### src/rtl/key_event_counter_pkg.sv
// ============================================================================
// key_event_counter_pkg : shared key polarity, debounce default, event codes
// Rev 1.0
// ============================================================================
`default_nettype none

package key_event_counter_pkg;

  localparam logic KEY_RELEASED     = 1'b1;
  localparam logic KEY_PRESSED      = 1'b0;
  localparam int   DEFAULT_DEBOUNCE = 16;

  // Bit 1 = accepted up press, bit 0 = accepted down press on the same edge
  typedef enum logic [1:0] {
    EV_NONE = 2'b00,
    EV_DOWN = 2'b01,
    EV_UP   = 2'b10,
    EV_BOTH = 2'b11
  } key_event_e;

endpackage

`default_nettype wire

### src/rtl/key_debouncer.sv
// ============================================================================
// key_debouncer : 2-flop synchronizer, stable-count debouncer, press detect
// Rev 1.0
// ============================================================================
`default_nettype none

module key_debouncer
  import key_event_counter_pkg::*;
#(
  parameter int N = DEFAULT_DEBOUNCE
) (
  input  logic clk,
  input  logic reset,
  input  logic key_n,
  output logic level,
  output logic press
);

  localparam int CW = $clog2(N);

  logic          s1;
  logic          s2;
  logic [CW-1:0] cnt;
  logic          accept;

  // press is a strobe for the edge on which level falls; it is decoded from
  // registered state only, so the owner can register its event on that edge.
  assign accept = (s2 != level) && (cnt == CW'(N - 1));
  assign press  = accept && (s2 == KEY_PRESSED);

  always_ff @(posedge clk) begin
    if (reset) begin
      s1    <= KEY_RELEASED;
      s2    <= KEY_RELEASED;
      level <= KEY_RELEASED;
      cnt   <= '0;
    end else begin
      s1 <= key_n;
      s2 <= s1;
      if (s2 == level) begin
        cnt <= '0;
      end else if (accept) begin
        level <= s2;
        cnt   <= '0;
      end else begin
        cnt <= cnt + 1'b1;
      end
    end
  end

endmodule

`default_nettype wire

### src/rtl/key_event_counter.sv
// ============================================================================
// key_event_counter : debounced up/down press counter with wrap strobe
// Rev 1.0
// ============================================================================
`default_nettype none

module key_event_counter
  import key_event_counter_pkg::*;
#(
  parameter int WIDTH           = 4,
  parameter int DEBOUNCE_CYCLES = DEFAULT_DEBOUNCE
) (
  input  logic             clk,
  input  logic             reset,
  input  logic             key_up_n,
  input  logic             key_down_n,
  output logic [WIDTH-1:0] count,
  output logic             up_pulse,
  output logic             down_pulse,
  output logic             wrap
);

  logic       up_level;
  logic       up_press;
  logic       down_level;
  logic       down_press;
  key_event_e ev;

  key_debouncer #(.N(DEBOUNCE_CYCLES)) u_up_deb (
    .clk   (clk),
    .reset (reset),
    .key_n (key_up_n),
    .level (up_level),
    .press (up_press)
  );

  key_debouncer #(.N(DEBOUNCE_CYCLES)) u_down_deb (
    .clk   (clk),
    .reset (reset),
    .key_n (key_down_n),
    .level (down_level),
    .press (down_press)
  );

  // A press is only ever taken from a released level
  assign ev = key_event_e'({up_press   && (up_level   == KEY_RELEASED),
                            down_press && (down_level == KEY_RELEASED)});

  always_ff @(posedge clk) begin
    if (reset) begin
      count      <= '0;
      up_pulse   <= 1'b0;
      down_pulse <= 1'b0;
      wrap       <= 1'b0;
    end else begin
      up_pulse   <= ev[1];
      down_pulse <= ev[0];
      wrap       <= 1'b0;
      unique case (ev)
        EV_UP: begin
          count <= count + 1'b1;
          wrap  <= &count;
        end
        EV_DOWN: begin
          count <= count - 1'b1;
          wrap  <= (count == '0);
        end
        EV_NONE, EV_BOTH: ;
      endcase
    end
  end

endmodule

`default_nettype wire

### config.mk
export PLATFORM = sky130hd
export DESIGN_NAME = key_event_counter
export DESIGN_NICKNAME = d
export VERILOG_FILES = /design/src/rtl/key_event_counter_pkg.sv /design/src/rtl/key_debouncer.sv /design/src/rtl/key_event_counter.sv
export SDC_FILE = /design/constraint.sdc
export NUM_CORES = 1
export LEC_CHECK = 0
export BUFFER_PORTS_ARGS = -buffer_cell sky130_fd_sc_hd__buf_2
export CORE_ASPECT_RATIO = 1.2
export CORE_MARGIN = 2
export CORE_UTILIZATION = 49
export DETAILED_ROUTE_END_ITERATION = 8
export PLACE_DENSITY = 0.78
export RECOVER_POWER = 100
export SYNTH_ARGS = -nofsm -noshare
export SYNTH_HDL_FRONTEND = slang
export SYNTH_SLANG_ARGS = --single-unit
### constraint.sdc
create_clock -name clk -period 2.8 [get_ports clk]
set_clock_uncertainty 0.2 [all_clocks]
set_input_delay 0.84 -clock clk [delete_from_list [all_inputs] [get_ports clk]]
set_output_delay 0.84 -clock clk [all_outputs]
set_load 0.05 [all_outputs]
# After elaboration in Yosys (flattened, before gate mapping)
# Cells that the tools add are included.
word_totals:
  word_cells: 43
  ff_bits: 21
  inputBits: 4
  out_inout_bits: 7
classes:
  bitwise_logic: 4
  n_eq_ne: 8
  add_sub_neg: 4
  muxes: 2
  n_reduce_logical: 13
ops:
  columns: ["op", "n"]
  rows:
  - ["adder 4 x 1 -> 4 bit, second input constant", 3]
  - ["== test 4 bit, second input constant", 2]
  - ["case mux 4 bit (2 select lines)", 1]
  - ["logical AND 1 bit", 6]
  - ["OR reduction 3 bit", 2]
  - ["zero test 4 bit", 1]
  - ["NOT 1 bit", 4]
  - ["AND reduction 2 bit", 2]
  - ["AND reduction 4 bit", 1]
  - ["subtractor 4 x 1 -> 4 bit, second input constant", 1]
  - ["== test 1 bit", 2]
  - ["== test 2 x 1 -> 1 bit, second input constant", 1]
  - ["== test 2 bit, second input constant", 1]
  - ["inequality test 1 bit", 2]
  - ["case mux 1 bit (2 select lines)", 1]
  - ["nonzero test 2 bit", 1]

# Depth between registers and ports, before layout
# Gate-level depths: netlist of the first run.
depth:
  depth_word: 6
  depth_mapped: 11
  mapped_depth_nobuf: 11

# Modules after synthesis
# From an unflattened synthesis of the first run, not the netlist that was laid out.
unflattened:
  cells_unflattened: 93
  area_unflattened_um2: 902.1
modules_own_cells:
  columns: ["mod", "cells_each", "seq_area_each_um2", "n_inst", "area_each_um2"]
  rows:
  - ["key_debouncer", 25, 140.1, 2, 257.7]
  - ["key_event_counter", 43, 140.1, 1, 386.6]

# Least setup slack after synthesis of the first run
# Ideal clock, no wire load.
synth_timing:
  path_kind: "reg2reg"
  start: "reg u_up_deb.cnt[0]"
  end: "reg count[3]"
  path_buffers: 0
  arrival_time_ns: 2.505
  synth_period_minus_slack_ns: 2.776
  required_ns: 2.530
  setup_slack_ns: 0.024
  stages_incl_launch_ff: 10
  setup_time_ns: 0.070
  path_cell_list: "dfxtp_1 > ha_1 > nand3_1 > or3b_2 > ha_1 > ha_1 > a21oi_1 > a21oi_1 > or4_1 > a21oi_1"
synth_via:
  elab_chain_cells: 6
  word_cells_on_any_way: 8
  classes_between: "3 x eq/ne; 1 x mux; 4 x reduce/logical"
synth_lines:
  columns: ["element", "line_no", "rtl"]
  rows:
  - ["from (decl)", "key_debouncer.sv:23", "logic [CW-1:0] cnt;"]
  - ["from (signal assigned)", "key_debouncer.sv:46", "cnt <= cnt + 1'b1;"]
  - ["== test 4 bit *", "key_debouncer.sv:28", "assign accept = (s2 != level) && (cnt == CW'(N - 1));"]
  - ["logical AND 1 bit *", "key_debouncer.sv:28", null]
  - ["logical AND 1 bit *", "key_debouncer.sv:29", "assign press = accept && (s2 == KEY_PRESSED);"]
  - ["logical AND 1 bit *", "key_event_counter.sv:46", "assign ev = key_event_e'({up_press && (up_level == KEY_RELEASED),"]
  - ["== test 2 x 1 -> 1 bit / == test 2 bit (equally long branches)", "key_event_counter.sv:59", "unique case (ev)"]
  - ["case mux 4 bit (2 select lines) / nonzero test 2 bit (equally long branches)", null, null]
  - ["to (signal assigned)", "key_event_counter.sv:61", "count <= count + 1'b1;"]
  - ["to (signal assigned)", "key_event_counter.sv:65", "count <= count - 1'b1;"]
  - ["to (decl)", "key_event_counter.sv:17", "output logic [WIDTH-1:0] count,"]
# Mark *: on every way between the ends. The rest lies on a longest branch, timed or not.
# A chain may end at the register's enable or synchronous reset.

# Worst setup path after layout of the first run
layout_timing:
  start: "reg u_down_deb.cnt[1]"
  end: "reg count[3]"
layout_via:
  elab_chain_cells: 6
  word_cells_on_any_way: 8
  classes_between: "3 x eq/ne; 1 x mux; 4 x reduce/logical"
layout_lines:
  columns: ["element", "line_no", "rtl"]
  rows:
  - ["from (decl)", "key_debouncer.sv:23", null]
  - ["from (signal assigned)", "key_debouncer.sv:46", null]
  - ["== test 4 bit *", "key_debouncer.sv:28", null]
  - ["logical AND 1 bit *", "key_debouncer.sv:28", null]
  - ["logical AND 1 bit *", "key_debouncer.sv:29", null]
  - ["logical AND 1 bit *", "key_event_counter.sv:47", "down_press && (down_level == KEY_RELEASED)});"]
  - ["via ev[0]", "key_event_counter.sv:27", "key_event_e ev;"]
  - ["== test 2 x 1 -> 1 bit / == test 2 bit (equally long branches)", "key_event_counter.sv:59", null]
  - ["case mux 4 bit (2 select lines) / nonzero test 2 bit (equally long branches)", null, null]
# The timed path passes the listed nets; every way through them passes the cells marked *.

==> results of run 1 <==
==> worst max-delay path, stage by stage (launching register included) <==
cell and delay [ns]:
sky130_fd_sc_hd__dfxtp_1 0.36, sky130_fd_sc_hd__ha_1 0.18, sky130_fd_sc_hd__nand3_1 0.11, sky130_fd_sc_hd__or3b_1 0.40, sky130_fd_sc_hd__inv_2 0.09, sky130_fd_sc_hd__ha_4 0.16, sky130_fd_sc_hd__ha_4 0.21, sky130_fd_sc_hd__a21oi_2 0.15
sky130_fd_sc_hd__a21oi_1 0.09, sky130_fd_sc_hd__or4_1 0.46, sky130_fd_sc_hd__a21oi_1 0.14
==> metrics by stage <==
step / setup WS [ns] / cells / utilization
6_report: 0.1963 / 126 / 0.6227
5_1_grt: 0.01900 / 126 / 0.6227
4_1_cts: 0.008665 / 126 / 0.6160
3_5_place_dp: -0.05112 / 122 / 0.5949
3_3_place_gp: 0.03233 / 122 / 0.5949
2_1_floorplan: 0.02403 / 89 / -
==> layout make-up <==
type,count,area (µm²)
Multi-Input combinational cell,61,455.4
Inverter,5,18.77
Clock inverter,1,5.005
Sequential cell,21,421.7
Clock buffer,3,22.52
Timing Repair Buffer,17,88.84
Fill cell,144,626.9
Tap cell,18,22.52
==> report_power, final <==
| part | total [mW] | leakage [nW] | internal [mW] | switching (mW) |
|---|---|---|---|---|
| Combinational | 0.0110 | 0.229 | 0.00512 | 0.00593 |
| Sequential | 0.304 | 0.171 | 0.302 | 0.00186 |
| Clock | 0.147 | 0.0177 | 0.0535 | 0.0939 |
==> cells by family after synthesis <==
| logic type | count (synthesis) | synth area share |
|---|---|---|
| multiplexers | 2 | 0.02296 |
| adder cells (fa/ha/maj) | 7 | 0.1090 |
| buffers and inverters | 7 | 0.03156 |
| XOR/XNOR | 8 | 0.08034 |
| AND/OR/NAND/NOR | 37 | 0.2281 |
| flip-flops | 21 | 0.4821 |
| AO/OA/AOI/OAI | 7 | 0.04591 |
==> placed cells by master, fill, tap and decap left out <==
cell type                  instances
sky130_fd_sc_hd__nand3_1           4
sky130_fd_sc_hd__dfxtp_2           1
sky130_fd_sc_hd__ha_1              4
sky130_fd_sc_hd__ha_4              2
sky130_fd_sc_hd__xor2_1            4
sky130_fd_sc_hd__a21oi_2           1
sky130_fd_sc_hd__and4_2            1
sky130_fd_sc_hd__or4_1             1
sky130_fd_sc_hd__nand2_1           2
sky130_fd_sc_hd__fa_1              1
sky130_fd_sc_hd__a22oi_1           1
sky130_fd_sc_hd__buf_4             6
sky130_fd_sc_hd__clkbuf_1          9
sky130_fd_sc_hd__mux2i_1           2
sky130_fd_sc_hd__nor4_1            1
sky130_fd_sc_hd__clkbuf_4          3
sky130_fd_sc_hd__xnor2_1           4
sky130_fd_sc_hd__a21oi_1           4
sky130_fd_sc_hd__or2_2             4
sky130_fd_sc_hd__nand2b_1          2
sky130_fd_sc_hd__nand3_2           1
sky130_fd_sc_hd__clkinv_2          1
sky130_fd_sc_hd__or3b_1            1
sky130_fd_sc_hd__and3_1            3
sky130_fd_sc_hd__nor3_1            3
sky130_fd_sc_hd__dfxtp_1          20
sky130_fd_sc_hd__inv_1             4
sky130_fd_sc_hd__nor2_1           13
sky130_fd_sc_hd__buf_2             2
sky130_fd_sc_hd__inv_2             1
sky130_fd_sc_hd__o31ai_1           1
sky130_fd_sc_hd__or3b_4            1
==> state kept, by name, summed over array words and instances, names as in the netlist <==
name / count
u_down_deb.s2: 1
wrap: 1
u_down_deb.s1: 1
u_up_deb.cnt: 4
u_up_deb.level: 1
up_pulse: 1
u_up_deb.s2: 1
u_down_deb.level: 1
u_up_deb.s1: 1
down_pulse: 1
u_down_deb.cnt: 4
count: 4
==> layer usage <==
metal | vias to the layer above | global-route usage | share of wire | wire (µm)
met5 | - | 0 | 0 | 0
met4 | 0 | 0.1094 | 0.025 | 38
met3 | 6 | 0.03237 | 0.035 | 53
met2 | 16 | 0.2744 | 0.51 | 766
met1 | 312 | 0.1667 | 0.43 | 645
li1 | 336 | - | - | -
==> repair_timing <==
action | CTS | global route
gates resized for setup | 3 | 5
setup endpoints to repair | 1 | 1
pin swaps | 0 | 0
==> worst min path at each step <==
| stage | startpoint | slack (ns) | cells past startpoint | to |
|---|---|---|---|---|
| finish | u_down_deb.cnt[0] | 0.23 | 1 | u_down_deb.cnt[0] |
| detailed placement | u_up_deb.s1 | 0.20 | 1 | u_up_deb.s2 |
| floorplan | u_down_deb.s1 | 0.19 | 1 | u_down_deb.s2 |
| global placement | u_up_deb.s1 | 0.20 | 1 | u_up_deb.s2 |
| global route | u_down_deb.cnt[0] | 0.26 | 1 | u_down_deb.cnt[0] |
| CTS | u_up_deb.s1 | 0.23 | 1 | u_up_deb.s2 |
==> implementation parameters, run 1 <==
Parameter                              Value

CTS
  TritonCTS Buffers    3
  Clock latency of the later-clocked register in the worst-skew pair    0.31 ns
  Setup bufs post-CTS    0
  CTS tree    yes
  Clock transition time at the flip-flop clock pins of the worst setup and hold paths    0.11 ns
  CTS Root Cell    sky130_fd_sc_hd__clkbuf_4
  Buffer levels on the longest clock path    2
  Post-cts hold buffer count    0
  CTS HTree Levels    1
  Clock sinks    21

Layout
  Net total in the final layout    120
  Ant. Diodes    0
  Share of final-layout standard cells stronger than drive strength 1    0.2222
  Total non-filler cell area in the finished layout    1035 µm²
  Relative area change from synthesis to final layout    18.65%

Synthesis
  Mean instance size in the synthesized netlist    9.799 µm²
  Share of synthesized area occupied by flip-flops and latches    0.4821
  Mapped Area    872.1 µm²
  Number of enable flip-flop cells after synthesis    0
  Synthesis Warnings    0
  Post-synth top cells    21 x sky130_fd_sc_hd__dfxtp_1, 13 x sky130_fd_sc_hd__nor2_1, 6 x sky130_fd_sc_hd__ha_1
  Top cell type by total area after synthesis    sky130_fd_sc_hd__dfxtp_1
  Top flip-flop cell by instance count after synthesis    sky130_fd_sc_hd__dfxtp_1
  Post-synthesis async set-or-reset flop share    0
  Synth cell types    24
  Net count of the mapped netlist    100
  Yosys reg bits    21
  Proportion of netlist area held by the largest area contributor    0.4821
  Instance count of the mapped netlist    89
  Cell with the most instances after synthesis    sky130_fd_sc_hd__dfxtp_1
  Cell types with the largest area share after synthesis    sky130_fd_sc_hd__dfxtp_1 48%, sky130_fd_sc_hd__ha_1 8.6%, sky130_fd_sc_hd__nor2_1 5.6%, sky130_fd_sc_hd__xnor2_1 4.0%, sky130_fd_sc_hd__xor2_1 4.0%

Placed design
  Total half-perimeter wirelength after legalization and detailed placement    1.095 mm
  Post-place instance area    988.4 µm²
  Port Buf Inserts    10
  Routability congestion estimate from global placement    0.8144

STA
  Final Max Tran Viols    0
  Slew Limit Headroom    0.5620
  Fmax    384.1 MHz
  Time the final worst path needs with I/O delays and setup    2.604 ns
  Unrepaired setup endpoints after global routing    no
  Tcrit/Tclk final    0.9299
  Number of failing hold endpoints at the final stage    0
  Setup TNS Final    0 ns
  Finish-stage setup viols    0
  Worst hold-check slack    0.2275 ns
  Slew at the pin closest to its max-slew limit    0.6570 ns

Setup path
  Critical Path Sink Type    register
  Launching element type of the critical path    register
  Data arrival, critical path    2.65 ns
  Reg2Reg Capture Point    count[3]
  Beginning of the critical path    u_down_deb.cnt[1]
  Category of the critical setup timing path    reg2reg
  Largest driver fanout on the critical path    4
  Endpoint of the worst setup timing path    count[3]
  FF-to-FF path depth    10
  Data required time at the worst endpoint    2.85 ns
  Startpoint of the lowest-slack register-to-register path    u_down_deb.cnt[1]
  Worst R2R Setup Slack    0.20 ns

Route
  Post-detailed-route wirelength per cell    11.93 µm
  Count of routing violations after the opening detailed-route iteration    18
  Via count of the routed design    670
  Routed Antenna Nets    0
  Vias per Instance    5.317
  1st-pass router iterations    4
  Total routed wirelength    1.503 mm
  Remaining design rule violation count    0

Power
  Leak    0.4175 nW
  Post-route total power    462.5 µW
  Max rail drop VDD    0.3438 mV
  Power density normalized to cell area    447.0 nW/µm²

Die
  Boundary Pins    11
  Core ar.    1662 µm²
  Full die area    2135 µm²
  Floorplan die height    50.22 µm
  Number of placement rows    16
  Die width    42.51 µm
  Starting utilization of the core area    0.5248

Worst hold path
  Path category of the worst min-delay check    reg2reg

Global routing
  Overflow after GRT    0
  Maximum number of pins on one net before global-route repair    18
  Number of antenna violations at the first check in global routing    0
  Vias in the first global route    628
  Overall global routing resource usage    0.1575
  Global-route wire length before repair    2.497 mm

Outcome
  Status    finished, final reports clean

Flow run
  Maxcap violations    0
Note: power is estimated with default switching activity, not from simulation.
==> run 2: changes to the inputs <==
CELL_PAD_IN_SITES_DETAIL_PLACEMENT = 1   (was default)
CELL_PAD_IN_SITES_GLOBAL_PLACEMENT = 2   (was default)
CORE_UTILIZATION = 31   (was 49)
RECOVER_POWER = 25   (was 100)
==> implementation parameters, run 2 (synthesized netlist as in run 1, its figures left out) <==
Parameter                              Value

Setup path
  Beginning of the critical path    u_down_deb.cnt[0]
  Launching element type of the critical path    register
  Category of the critical setup timing path    reg2reg
  Data arrival, critical path    2.64 ns
  Cell with the largest stage delay on the worst path    sky130_fd_sc_hd__or4_1
  Largest driver fanout on the critical path    4
  Sequence of cells on the critical path    ha_2 > nand3_1 > or3b_4 > inv_2 > ha_4 > ha_4 > a21oi_2 > a21oi_1 > or4_1 > a21oi_1
  Critical Path Sink Type    register
  Startpoint of the lowest-slack register-to-register path    u_down_deb.cnt[0]
  Delay of the slowest cell on the worst path    0.46 ns
  Data required time at the worst endpoint    2.85 ns

CTS
  Clock latency of the later-clocked register in the worst-skew pair    0.31 ns
  CTS HTree Levels    1
  Clock sinks    21
  CTS tree    yes
  CTS Root Cell    sky130_fd_sc_hd__clkbuf_4
  Post-cts hold buffer count    0
  Buffer levels on the longest clock path    2
  TritonCTS Buffers    3
  Clock transition time at the flip-flop clock pins of the worst setup and hold paths    0.12 ns

Route
  Met2 wire len    773 µm
  Post-detailed-route wirelength per cell    11.48 µm
  Max layer used    met4
  Count of routing violations after the opening detailed-route iteration    12
  Routed Antenna Nets    0
  Remaining design rule violation count    0
  Total routed wirelength    1.618 mm
  Routed met3 length    56 µm
  Routed length on met1    744 µm
  Vias per Instance    4.645
  Via count of the routed design    655
  1st-pass router iterations    2

Flow run
  Maxcap violations    0

Power
  Leak    0.4441 nW
  Max rail drop VDD    0.2229 mV
  Power density normalized to cell area    434.5 nW/µm²

Die
  Full die area    3255 µm²
  Number of placement rows    21
  Boundary Pins    11
  Die width    52.42 µm
  Core ar.    2733 µm²
  Floorplan die height    62.10 µm
  Starting utilization of the core area    0.3191

Placed design
  Worst setup slack after placement    -0.06363 ns
  Total half-perimeter wirelength after legalization and detailed placement    1.202 mm
  Post-place instance area    1001 µm²
  Port Buf Inserts    10
  Number of instances in the placed design    137
  Routability congestion estimate from global placement    0.7146

STA
  Unrepaired setup endpoints after global routing    no
  Fmax    384.9 MHz
  Setup ws final    0.2022 ns
  Tcrit/Tclk final    0.9278
  Time the final worst path needs with I/O delays and setup    2.598 ns
  Slew at the pin closest to its max-slew limit    0.6617 ns
  Final Max Tran Viols    0
  Number of failing hold endpoints at the final stage    0
  Finish-stage setup viols    0
  Slew Limit Headroom    0.5589

Layout
  Ant. Diodes    0
  Final Non-Filler Cells    141
  Net total in the final layout    119
  Most frequent cells in the layout    18 x sky130_fd_sc_hd__dfxtp_1, 13 x sky130_fd_sc_hd__nor2_1, 9 x sky130_fd_sc_hd__buf_2
  Most common cell after layout, fill and taps aside    sky130_fd_sc_hd__dfxtp_1
  Total non-filler cell area in the finished layout    1067 µm²
  Largest registers ranked by flip-flop count    count (4), u_down_deb.cnt (4), u_up_deb.cnt (4)
  Util after Layout    0.3906
  Relative area change from synthesis to final layout    22.38%
  Share of final-layout standard cells stronger than drive strength 1    0.3271

Global routing
  Overall global routing resource usage    0.1231
  Overflow after GRT    0
  Global-route wire length before repair    3.001 mm
  Maximum number of pins on one net before global-route repair    18
  Vias in the first global route    694
  Number of antenna violations at the first check in global routing    0

Worst hold path
  Path category of the worst min-delay check    reg2reg
  Start point of the worst hold path    u_down_deb.cnt[0]

Outcome
  Status    finished, final reports clean
run 2: final timing paths:
path	endpoint	slack [ns]	cells after the start
min reg2reg	u_down_deb.cnt[0]	0.22	1
max	count[3]	0.20	10
min	u_down_deb.cnt[0]	0.22	1
max reg2reg	count[3]	0.20	10
run 2: repair_timing:
item	4_1_cts	5_1_grt
gates resized for setup	4	7
setup endpoints to repair	1	1
buffers inserted	0	0
run 2: through the flow:
step                      hold WS, ns   TNS [ns]  total power, mW
after floorplan                0.1895          0           0.3170
after global placement         0.1928  -0.003817           0.3212
after detailed placement       0.2030   -0.06363           0.3219
after CTS                      0.2244          0           0.4717
after global routing           0.2354          0           0.4864
final                          0.2242          0           0.4637
run 2: worst max-delay path: cells and delay by family, from the launching register on:
kind                       cells  cell delay (ns)
AOI/OAI and AO/OA              3             0.38
adders and majority gates      3             0.56
buffers and inverters          1             0.08
DFF                            1             0.36
and+or+nand+nor                3             0.96
run 2: final cells by class:
class,count,area [µm²]
multi-input cells,61,460.4
flip-flops and latches,21,424.2
clock buffers,3,22.52
repair buffers,16,93.84
fillers,339,1665
well taps,34,42.54
inverters,5,18.77
clock inverters,1,5.005
run 2: report_power, final:
group	switching [mW]	internal, mW	total (mW)	leakage [nW]
clock	0.0956	0.0533	0.149	0.0177
sequential	0.00201	0.302	0.304	0.172
combinational	0.00572	0.00472	0.0104	0.255
total	0.103	0.360	0.464	0.444
run 2: layer usage:
metal  up-vias  global-route usage
li1        333                   -
met1       306              0.1535
met3         4             0.02885
met2        12              0.1906
met5         -                   0
met4         0             0.06731
